## config.mk

```make
export PLATFORM = sky130hd
export DESIGN_NAME = simplez_cpu_flat
export DESIGN_NICKNAME = d
export VERILOG_FILES = /design/src/rtl/simplez_pkg.sv /design/src/rtl/simplez_if.sv /design/src/rtl/simplez_seq.sv /design/src/rtl/simplez_cpu.sv /design/src/flat_wrapper.sv
export SDC_FILE = /design/constraint.sdc
export NUM_CORES = 1
export LEC_CHECK = 0
export CAP_MARGIN = 20
export CORE_AREA = 5 5 81 83
export CTS_BUF_LIST = sky130_fd_sc_hd__clkbuf_8 sky130_fd_sc_hd__clkbuf_16
export DETAILED_ROUTE_END_ITERATION = 6
export DIE_AREA = 0 0 86 88
export PLACE_DENSITY = 0.76
export SLEW_MARGIN = 25
export SYNTH_ARGS = -nofsm -noshare
export SYNTH_HDL_FRONTEND = slang
export SYNTH_SLANG_ARGS = --single-unit
```

## constraint.sdc

```tcl
create_clock -name clk -period 3.4 [get_ports clk]
set_clock_uncertainty 0.2 [all_clocks]
set_input_delay 1.02 -clock clk [delete_from_list [all_inputs] [get_ports clk]]
set_output_delay 1.02 -clock clk [all_outputs]
set_load 0.03 [all_outputs]
```

## src/rtl/simplez_pkg.sv

```systemverilog
// Simplez shared definitions: opcodes, sequencer states and instruction field macros.
`ifndef SIMPLEZ_PKG_SV
`define SIMPLEZ_PKG_SV

`define SIMPLEZ_CO(ri, dw) ri[(dw)-1 -: 3]
`define SIMPLEZ_CD(ri, aw) ri[(aw)-1:0]

package simplez_pkg;

    typedef enum logic [2:0] {
        OP_ST   = 3'd0,
        OP_LD   = 3'd1,
        OP_ADD  = 3'd2,
        OP_BR   = 3'd3,
        OP_BZ   = 3'd4,
        OP_CLR  = 3'd5,
        OP_DEC  = 3'd6,
        OP_HALT = 3'd7
    } opcode_t;

    typedef enum logic [1:0] {
        FETCH  = 2'd0,
        DECODE = 2'd1,
        OPER   = 2'd2,
        HALTED = 2'd3
    } state_t;

endpackage

`endif

```

## src/rtl/simplez_if.sv

```systemverilog
// Simplez memory bus: a rd or wr request is held, with stable address/data, until ready completes it.
interface simplez_if #(
    parameter int DATAW = 12,
    parameter int ADDRW = 9
);
    logic [ADDRW-1:0] mem_addr;
    logic             mem_rd;
    logic             mem_wr;
    logic [DATAW-1:0] mem_wdata;
    logic [DATAW-1:0] mem_rdata;
    logic             mem_ready;

    modport master (
        output mem_addr, mem_rd, mem_wr, mem_wdata,
        input  mem_rdata, mem_ready
    );

    modport slave (
        input  mem_addr, mem_rd, mem_wr, mem_wdata,
        output mem_rdata, mem_ready
    );
endinterface

```

## src/rtl/simplez_seq.sv

```systemverilog
// Simplez sequencer: FETCH/DECODE/OPER/HALTED state register plus the bus requests and
// datapath strobes for each state. Reset gates every output so a pending request drops at once.
module simplez_seq
    import simplez_pkg::*;
(
    input  logic    clk,
    input  logic    rst,
    input  opcode_t co,
    input  logic    mem_ready,
    input  logic    is_io,
    output state_t  state,
    output logic    mem_rd,
    output logic    mem_wr,
    output logic    ri_load,
    output logic    cp_jump,
    output logic    cp_jump_zero,
    output logic    ac_load,
    output logic    ac_add,
    output logic    ac_clear,
    output logic    ac_dec,
    output logic    io_load,
    output logic    stop
);
    state_t next_state;

    always_ff @(posedge clk) begin
        if (rst) state <= FETCH;
        else     state <= next_state;
    end

    always_comb begin
        next_state   = state;
        mem_rd       = 1'b0;
        mem_wr       = 1'b0;
        ri_load      = 1'b0;
        cp_jump      = 1'b0;
        cp_jump_zero = 1'b0;
        ac_load      = 1'b0;
        ac_add       = 1'b0;
        ac_clear     = 1'b0;
        ac_dec       = 1'b0;
        io_load      = 1'b0;
        stop         = 1'b0;
        if (!rst) begin
            case (state)
                FETCH: begin
                    mem_rd = 1'b1;
                    if (mem_ready) begin
                        ri_load    = 1'b1;
                        next_state = DECODE;
                    end
                end
                DECODE: begin
                    next_state = FETCH;
                    case (co)
                        OP_BR:   cp_jump      = 1'b1;
                        OP_BZ:   cp_jump_zero = 1'b1;
                        OP_CLR:  ac_clear     = 1'b1;
                        OP_DEC:  ac_dec       = 1'b1;
                        OP_HALT: next_state   = HALTED;
                        default: next_state   = OPER;
                    endcase
                end
                OPER: begin
                    case (co)
                        // A store to the output port completes internally, without a bus cycle.
                        OP_ST: begin
                            if (is_io) begin
                                io_load    = 1'b1;
                                next_state = FETCH;
                            end else begin
                                mem_wr = 1'b1;
                                if (mem_ready) next_state = FETCH;
                            end
                        end
                        OP_LD: begin
                            mem_rd = 1'b1;
                            if (mem_ready) begin
                                ac_load    = 1'b1;
                                next_state = FETCH;
                            end
                        end
                        OP_ADD: begin
                            mem_rd = 1'b1;
                            if (mem_ready) begin
                                ac_add     = 1'b1;
                                next_state = FETCH;
                            end
                        end
                        default: next_state = FETCH;
                    endcase
                end
                HALTED: stop = 1'b1;
                default: next_state = FETCH;
            endcase
        end
    end
endmodule

```

## src/rtl/simplez_cpu.sv

```systemverilog
// Simplez accumulator CPU: CP/RI/AC datapath around the simplez_seq sequencer.
// Defining SIMPLEZ_MMIO_EN turns stores to IO_ADDR into writes of the io_out register.
module simplez_cpu
    import simplez_pkg::*;
#(
    parameter int               DATAW    = 12,
    parameter int               ADDRW    = 9,
    parameter int               RESET_PC = 0,
    parameter logic [ADDRW-1:0] IO_ADDR  = '1
) (
    input  logic             clk,
    input  logic             rst,
    simplez_if.master        bus,
    output logic [DATAW-1:0] ac_out,
    output logic [DATAW-1:0] io_out,
    output logic             stop
);
`ifdef SIMPLEZ_MMIO_EN
    localparam bit MMIO_EN = 1'b1;
`else
    localparam bit MMIO_EN = 1'b0;
`endif

    logic [ADDRW-1:0] cp;
    logic [DATAW-1:0] ri;
    logic [DATAW-1:0] ac;
    logic [ADDRW-1:0] cd;
    opcode_t          co;
    state_t           state;
    logic             is_io;
    logic             mem_rd, mem_wr, ri_load, cp_jump, cp_jump_zero;
    logic             ac_load, ac_add, ac_clear, ac_dec, io_load;
    logic             unused_ri;

    assign co        = opcode_t'(`SIMPLEZ_CO(ri, DATAW));
    assign cd        = `SIMPLEZ_CD(ri, ADDRW);
    assign is_io     = MMIO_EN && (cd == IO_ADDR);
    assign unused_ri = ^ri;

    assign bus.mem_rd    = mem_rd;
    assign bus.mem_wr    = mem_wr;
    assign bus.mem_addr  = (state == FETCH) ? cp : cd;
    assign bus.mem_wdata = ac;
    assign ac_out        = ac;

    simplez_seq u_seq (
        .clk          (clk),
        .rst          (rst),
        .co           (co),
        .mem_ready    (bus.mem_ready),
        .is_io        (is_io),
        .state        (state),
        .mem_rd       (mem_rd),
        .mem_wr       (mem_wr),
        .ri_load      (ri_load),
        .cp_jump      (cp_jump),
        .cp_jump_zero (cp_jump_zero),
        .ac_load      (ac_load),
        .ac_add       (ac_add),
        .ac_clear     (ac_clear),
        .ac_dec       (ac_dec),
        .io_load      (io_load),
        .stop         (stop)
    );

    // CP and AC arithmetic is modular: CP wraps past the top address, AC drops any carry.
    always_ff @(posedge clk) begin
        if (rst) begin
            cp     <= ADDRW'(RESET_PC);
            ri     <= '0;
            ac     <= '0;
            io_out <= '0;
        end else begin
            if (ri_load) begin
                ri <= bus.mem_rdata;
                cp <= cp + ADDRW'(1);
            end else if (cp_jump || (cp_jump_zero && ac == '0)) begin
                cp <= cd;
            end
            if (ac_load)       ac <= bus.mem_rdata;
            else if (ac_add)   ac <= ac + bus.mem_rdata;
            else if (ac_clear) ac <= '0;
            else if (ac_dec)   ac <= ac - DATAW'(1);
            if (io_load) io_out <= ac;
        end
    end
endmodule

```

## src/flat_wrapper.sv

```systemverilog
// flat-port wrapper written by rule: the top's interface ports become plain ports
module simplez_cpu_flat import simplez_pkg::*;
#(
    parameter int               DATAW    = 12,
    parameter int               ADDRW    = 9,
    parameter int               RESET_PC = 0,
    parameter logic [ADDRW-1:0] IO_ADDR  = '1
)
  (clk, rst, ac_out, io_out, stop, bus_mem_addr, bus_mem_rd, bus_mem_wr, bus_mem_wdata, bus_mem_rdata, bus_mem_ready);
  simplez_if #(.DATAW(DATAW), .ADDRW(ADDRW)) bus_i ();
  input  logic clk;
  input  logic rst;
  output logic [DATAW-1:0] ac_out;
  output logic [DATAW-1:0] io_out;
  output logic stop;
  output wire logic [$bits(bus_i.mem_addr)-1:0] bus_mem_addr;
  output wire logic [$bits(bus_i.mem_rd)-1:0] bus_mem_rd;
  output wire logic [$bits(bus_i.mem_wr)-1:0] bus_mem_wr;
  output wire logic [$bits(bus_i.mem_wdata)-1:0] bus_mem_wdata;
  input wire logic [$bits(bus_i.mem_rdata)-1:0] bus_mem_rdata;
  input wire logic [$bits(bus_i.mem_ready)-1:0] bus_mem_ready;
  assign bus_mem_addr = bus_i.mem_addr;
  assign bus_mem_rd = bus_i.mem_rd;
  assign bus_mem_wr = bus_i.mem_wr;
  assign bus_mem_wdata = bus_i.mem_wdata;
  assign bus_i.mem_rdata = bus_mem_rdata;
  assign bus_i.mem_ready = bus_mem_ready;
  simplez_cpu #(.DATAW(DATAW), .ADDRW(ADDRW), .RESET_PC(RESET_PC), .IO_ADDR(IO_ADDR)) u_core (.clk(clk), .rst(rst), .bus(bus_i), .ac_out(ac_out), .io_out(io_out), .stop(stop));
endmodule
```

==> flow_metrics.tcl, run 1 <==
set metrics [dict create \
    yosysUniqueCellTypes 59 \
    port_buffers 50 \
    p_per_area_nw_per_um2 398 \
    cap_viol_max_count 0 \
    synth_cells 368 \
    rsz0062_at_grt "no" \
    clockBufferDepth 2 \
    syn_area_um2 2850 \
    route.detailed.drc 0 \
    ys_ff_latch 35 \
    cts_buffers 5 \
    via_per_inst 5.61 \
    cp-start-kind "flop" \
    overflow 0 \
    tritoncts "built" \
    clock_sinks 35 \
    die_h_um 88 \
    layout_common_cells "50 x nand2_1, 47 x clkdlybuf4s50_1, 40 x a21oi_1" \
    cts_hold_buf 0 \
    wl_met2_um 3470 \
    wl_per_cell_um 14.6 \
    drv_slew 0 \
    cp.arrival_ns 2.05 \
    wl_met3_um 442 \
    startpoint "u_core.u_seq.state[0]" \
    grt_usage 0.194 \
    ys.flop_type "dfxtp_1" \
    synth_edf_count 0 \
    finalSetupViolCount 0 \
    dp_hpwl_um 5570 \
    clock_latency_ns 0.29 \
    fillers 533 \
    antenna_found_initial 0 \
    syn_to_final_growth_pct 24.4 \
    crit_path_max_fanout 15 \
    crit_path_end_kind "output port" \
    post_cts_resized 0 \
    grt_max_degree 26 \
    hp-class "flop to flop" \
    routed.top_layer "met4" \
    seqCellArea_um2 701 \
    wirelength_um 7350 \
    num_vias 2820 \
    path_class "flop to output port" \
    rows 28 \
    final_common_cell "nand2_1" \
    avgSynthCellArea_um2 7.74 \
    dieArea_um2 7570 \
    hold_violations 0 \
    p_leak_uw 0.00145 \
    antenna_cells 0 \
    wl_met1_um 3350 \
    fin_total_pwr_uw 1410 \
    min_from "u_core.ri[1]" \
    synth_warnings 0 \
    cp.required_ns 2.18 \
    gp_congestion 0.941 \
    status "finished, final reports clean" \
    multi_input_area_um2 1890 \
    cts_max_level 2 \
    path_clk_slew_ns 0.07 \
    ant_nets 0 \
    max_freq_ghz 0.305 \
    drive_above_1_share 0.150 \
    grt_pass1_wl_um 12100 \
    post_cts.repair.setup_buffers 0 \
    start_util 0.493 \
    finalSetupTns_ns 0 \
    ir_drop_mv 0.253 \
    coreArea_um2 5780 \
    dpl.cell_count 495 \
    nets 461 \
    fin_util 0.613 \
    ioPinCount 63 \
    drtPass1Iterations 5 \
    async_flop_share 0 \
    finalNonFillerCells 503 \
    die_w_um 86 \
    fin_crit_ns 3.27 \
    r2r_start "u_core.ac_out[7]" \
    finalCritPeriodShare 0.963 \
    first_global_vias 2579 \
    root_buffer "clkbuf_8" \
    seq_area_frac_synth 0.246 \
    drt_iter0_markers 165 \
]
## state kept, by name (all words and copies together), names as in the netlist
register,cells
u_core.ac_out,12
u_core.cp,9
u_core.ri,12
u_core.u_seq.state,2
## synthesized netlist by cell type (3+ instances only)
cell      count  area [um^2]
a211oi_1      4         30.0
nor2b_1       3         18.8
nand2_1      50          188
o21ai_0       9         45.0
nor4_1        4         25.0
nand3_1      10         50.1
o211ai_1      5         37.5
xor2_1        9         78.8
ha_1         18          225
dfxtp_1      35          701
o22ai_1       6         37.5
xnor2_1      10         87.6
a31oi_1       3         18.8
or3_1         6         37.5
o221ai_1      5         43.8
nor3_1        8         40.0
a21o_1        3         22.5
or2_2         3         18.8
a21oi_1      40          200
inv_1        10         37.5
nand4_1       4         25.0
buf_4        24          180
buf_1         3         11.3
buf_2         4         20.0
nand3b_1      3         22.5
and2_1        4         25.0
nor2_1       29          109
clkbuf_1      8         30.0
mux2_2        9          101
## kinds of logic after synthesis
logic type                 share of synthesized area
DFF                                            0.246
AOI/OAI and AO/OA                              0.199
adders and majority gates                     0.0861
other                                        0.00132
and+or+nand+nor                                0.260
xor gates and xnor gates                      0.0584
buffers and inverters                          0.106
muxes                                         0.0426
## where the power goes
| group | leakage [uW] | switching, uW | internal [uW] | total [uW] |
|---|---|---|---|---|
| Sequential | 0.000285 | 52.0 | 453 | 505 |
| Clock | 0.0000477 | 163 | 140 | 303 |
| Combinational | 0.00112 | 341 | 261 | 602 |
## per-layer routing
metal	global-route usage	up-vias
li1	-	1413
met1	0.261	1299
met2	0.317	95
met3	0.0357	13
met4	0.0561	0
met5	0	-
## stage by stage
step	instance area, um^2	setup WS (ns)	hold slack [ns]
2_1_floorplan	2900	0.0246	0.244
3_3_place_gp	3460	-0.0839	0.255
3_5_place_dp	3460	-0.153	0.265
4_1_cts	3540	0.122	0.277
5_1_grt	3540	0.0290	0.303
6_report	3540	0.125	0.277
## final timing paths
kind                  endpoint  slack, ns  cells after the start
min reg2reg       u_core.ri[1]       0.28                      2
max reg2reg  u_core.ac_out[11]       0.82                      6
max            bus_mem_addr[3]       0.13                      5
min               u_core.ri[1]       0.28                      2
## critical path, stage by stage (launching register included)
cell             delay (ns)
dfxtp_1                0.33
inv_1                  0.10
ha_1                   0.15
buf_4                  0.22
mux2_2                 0.37
clkdlybuf4s50_1        0.59
## final cells by class
cell class                      count  area share
Sequential cell                    35       0.198
Clock inverter                      3     0.00424
Clock buffer                        5      0.0194
Timing Repair Buffer               82       0.207
Inverter                           10      0.0106
Multi-Input combinational cell    293       0.535
Tap cell                           75      0.0265
(Power assumes the default switching activity.)
==> inputs of run 2 (changes only) <==
- SLEW_MARGIN: 25 -> 20
==> results of run 2 <==
The final DEF is identical to that of run 1; final timing and power are the same.
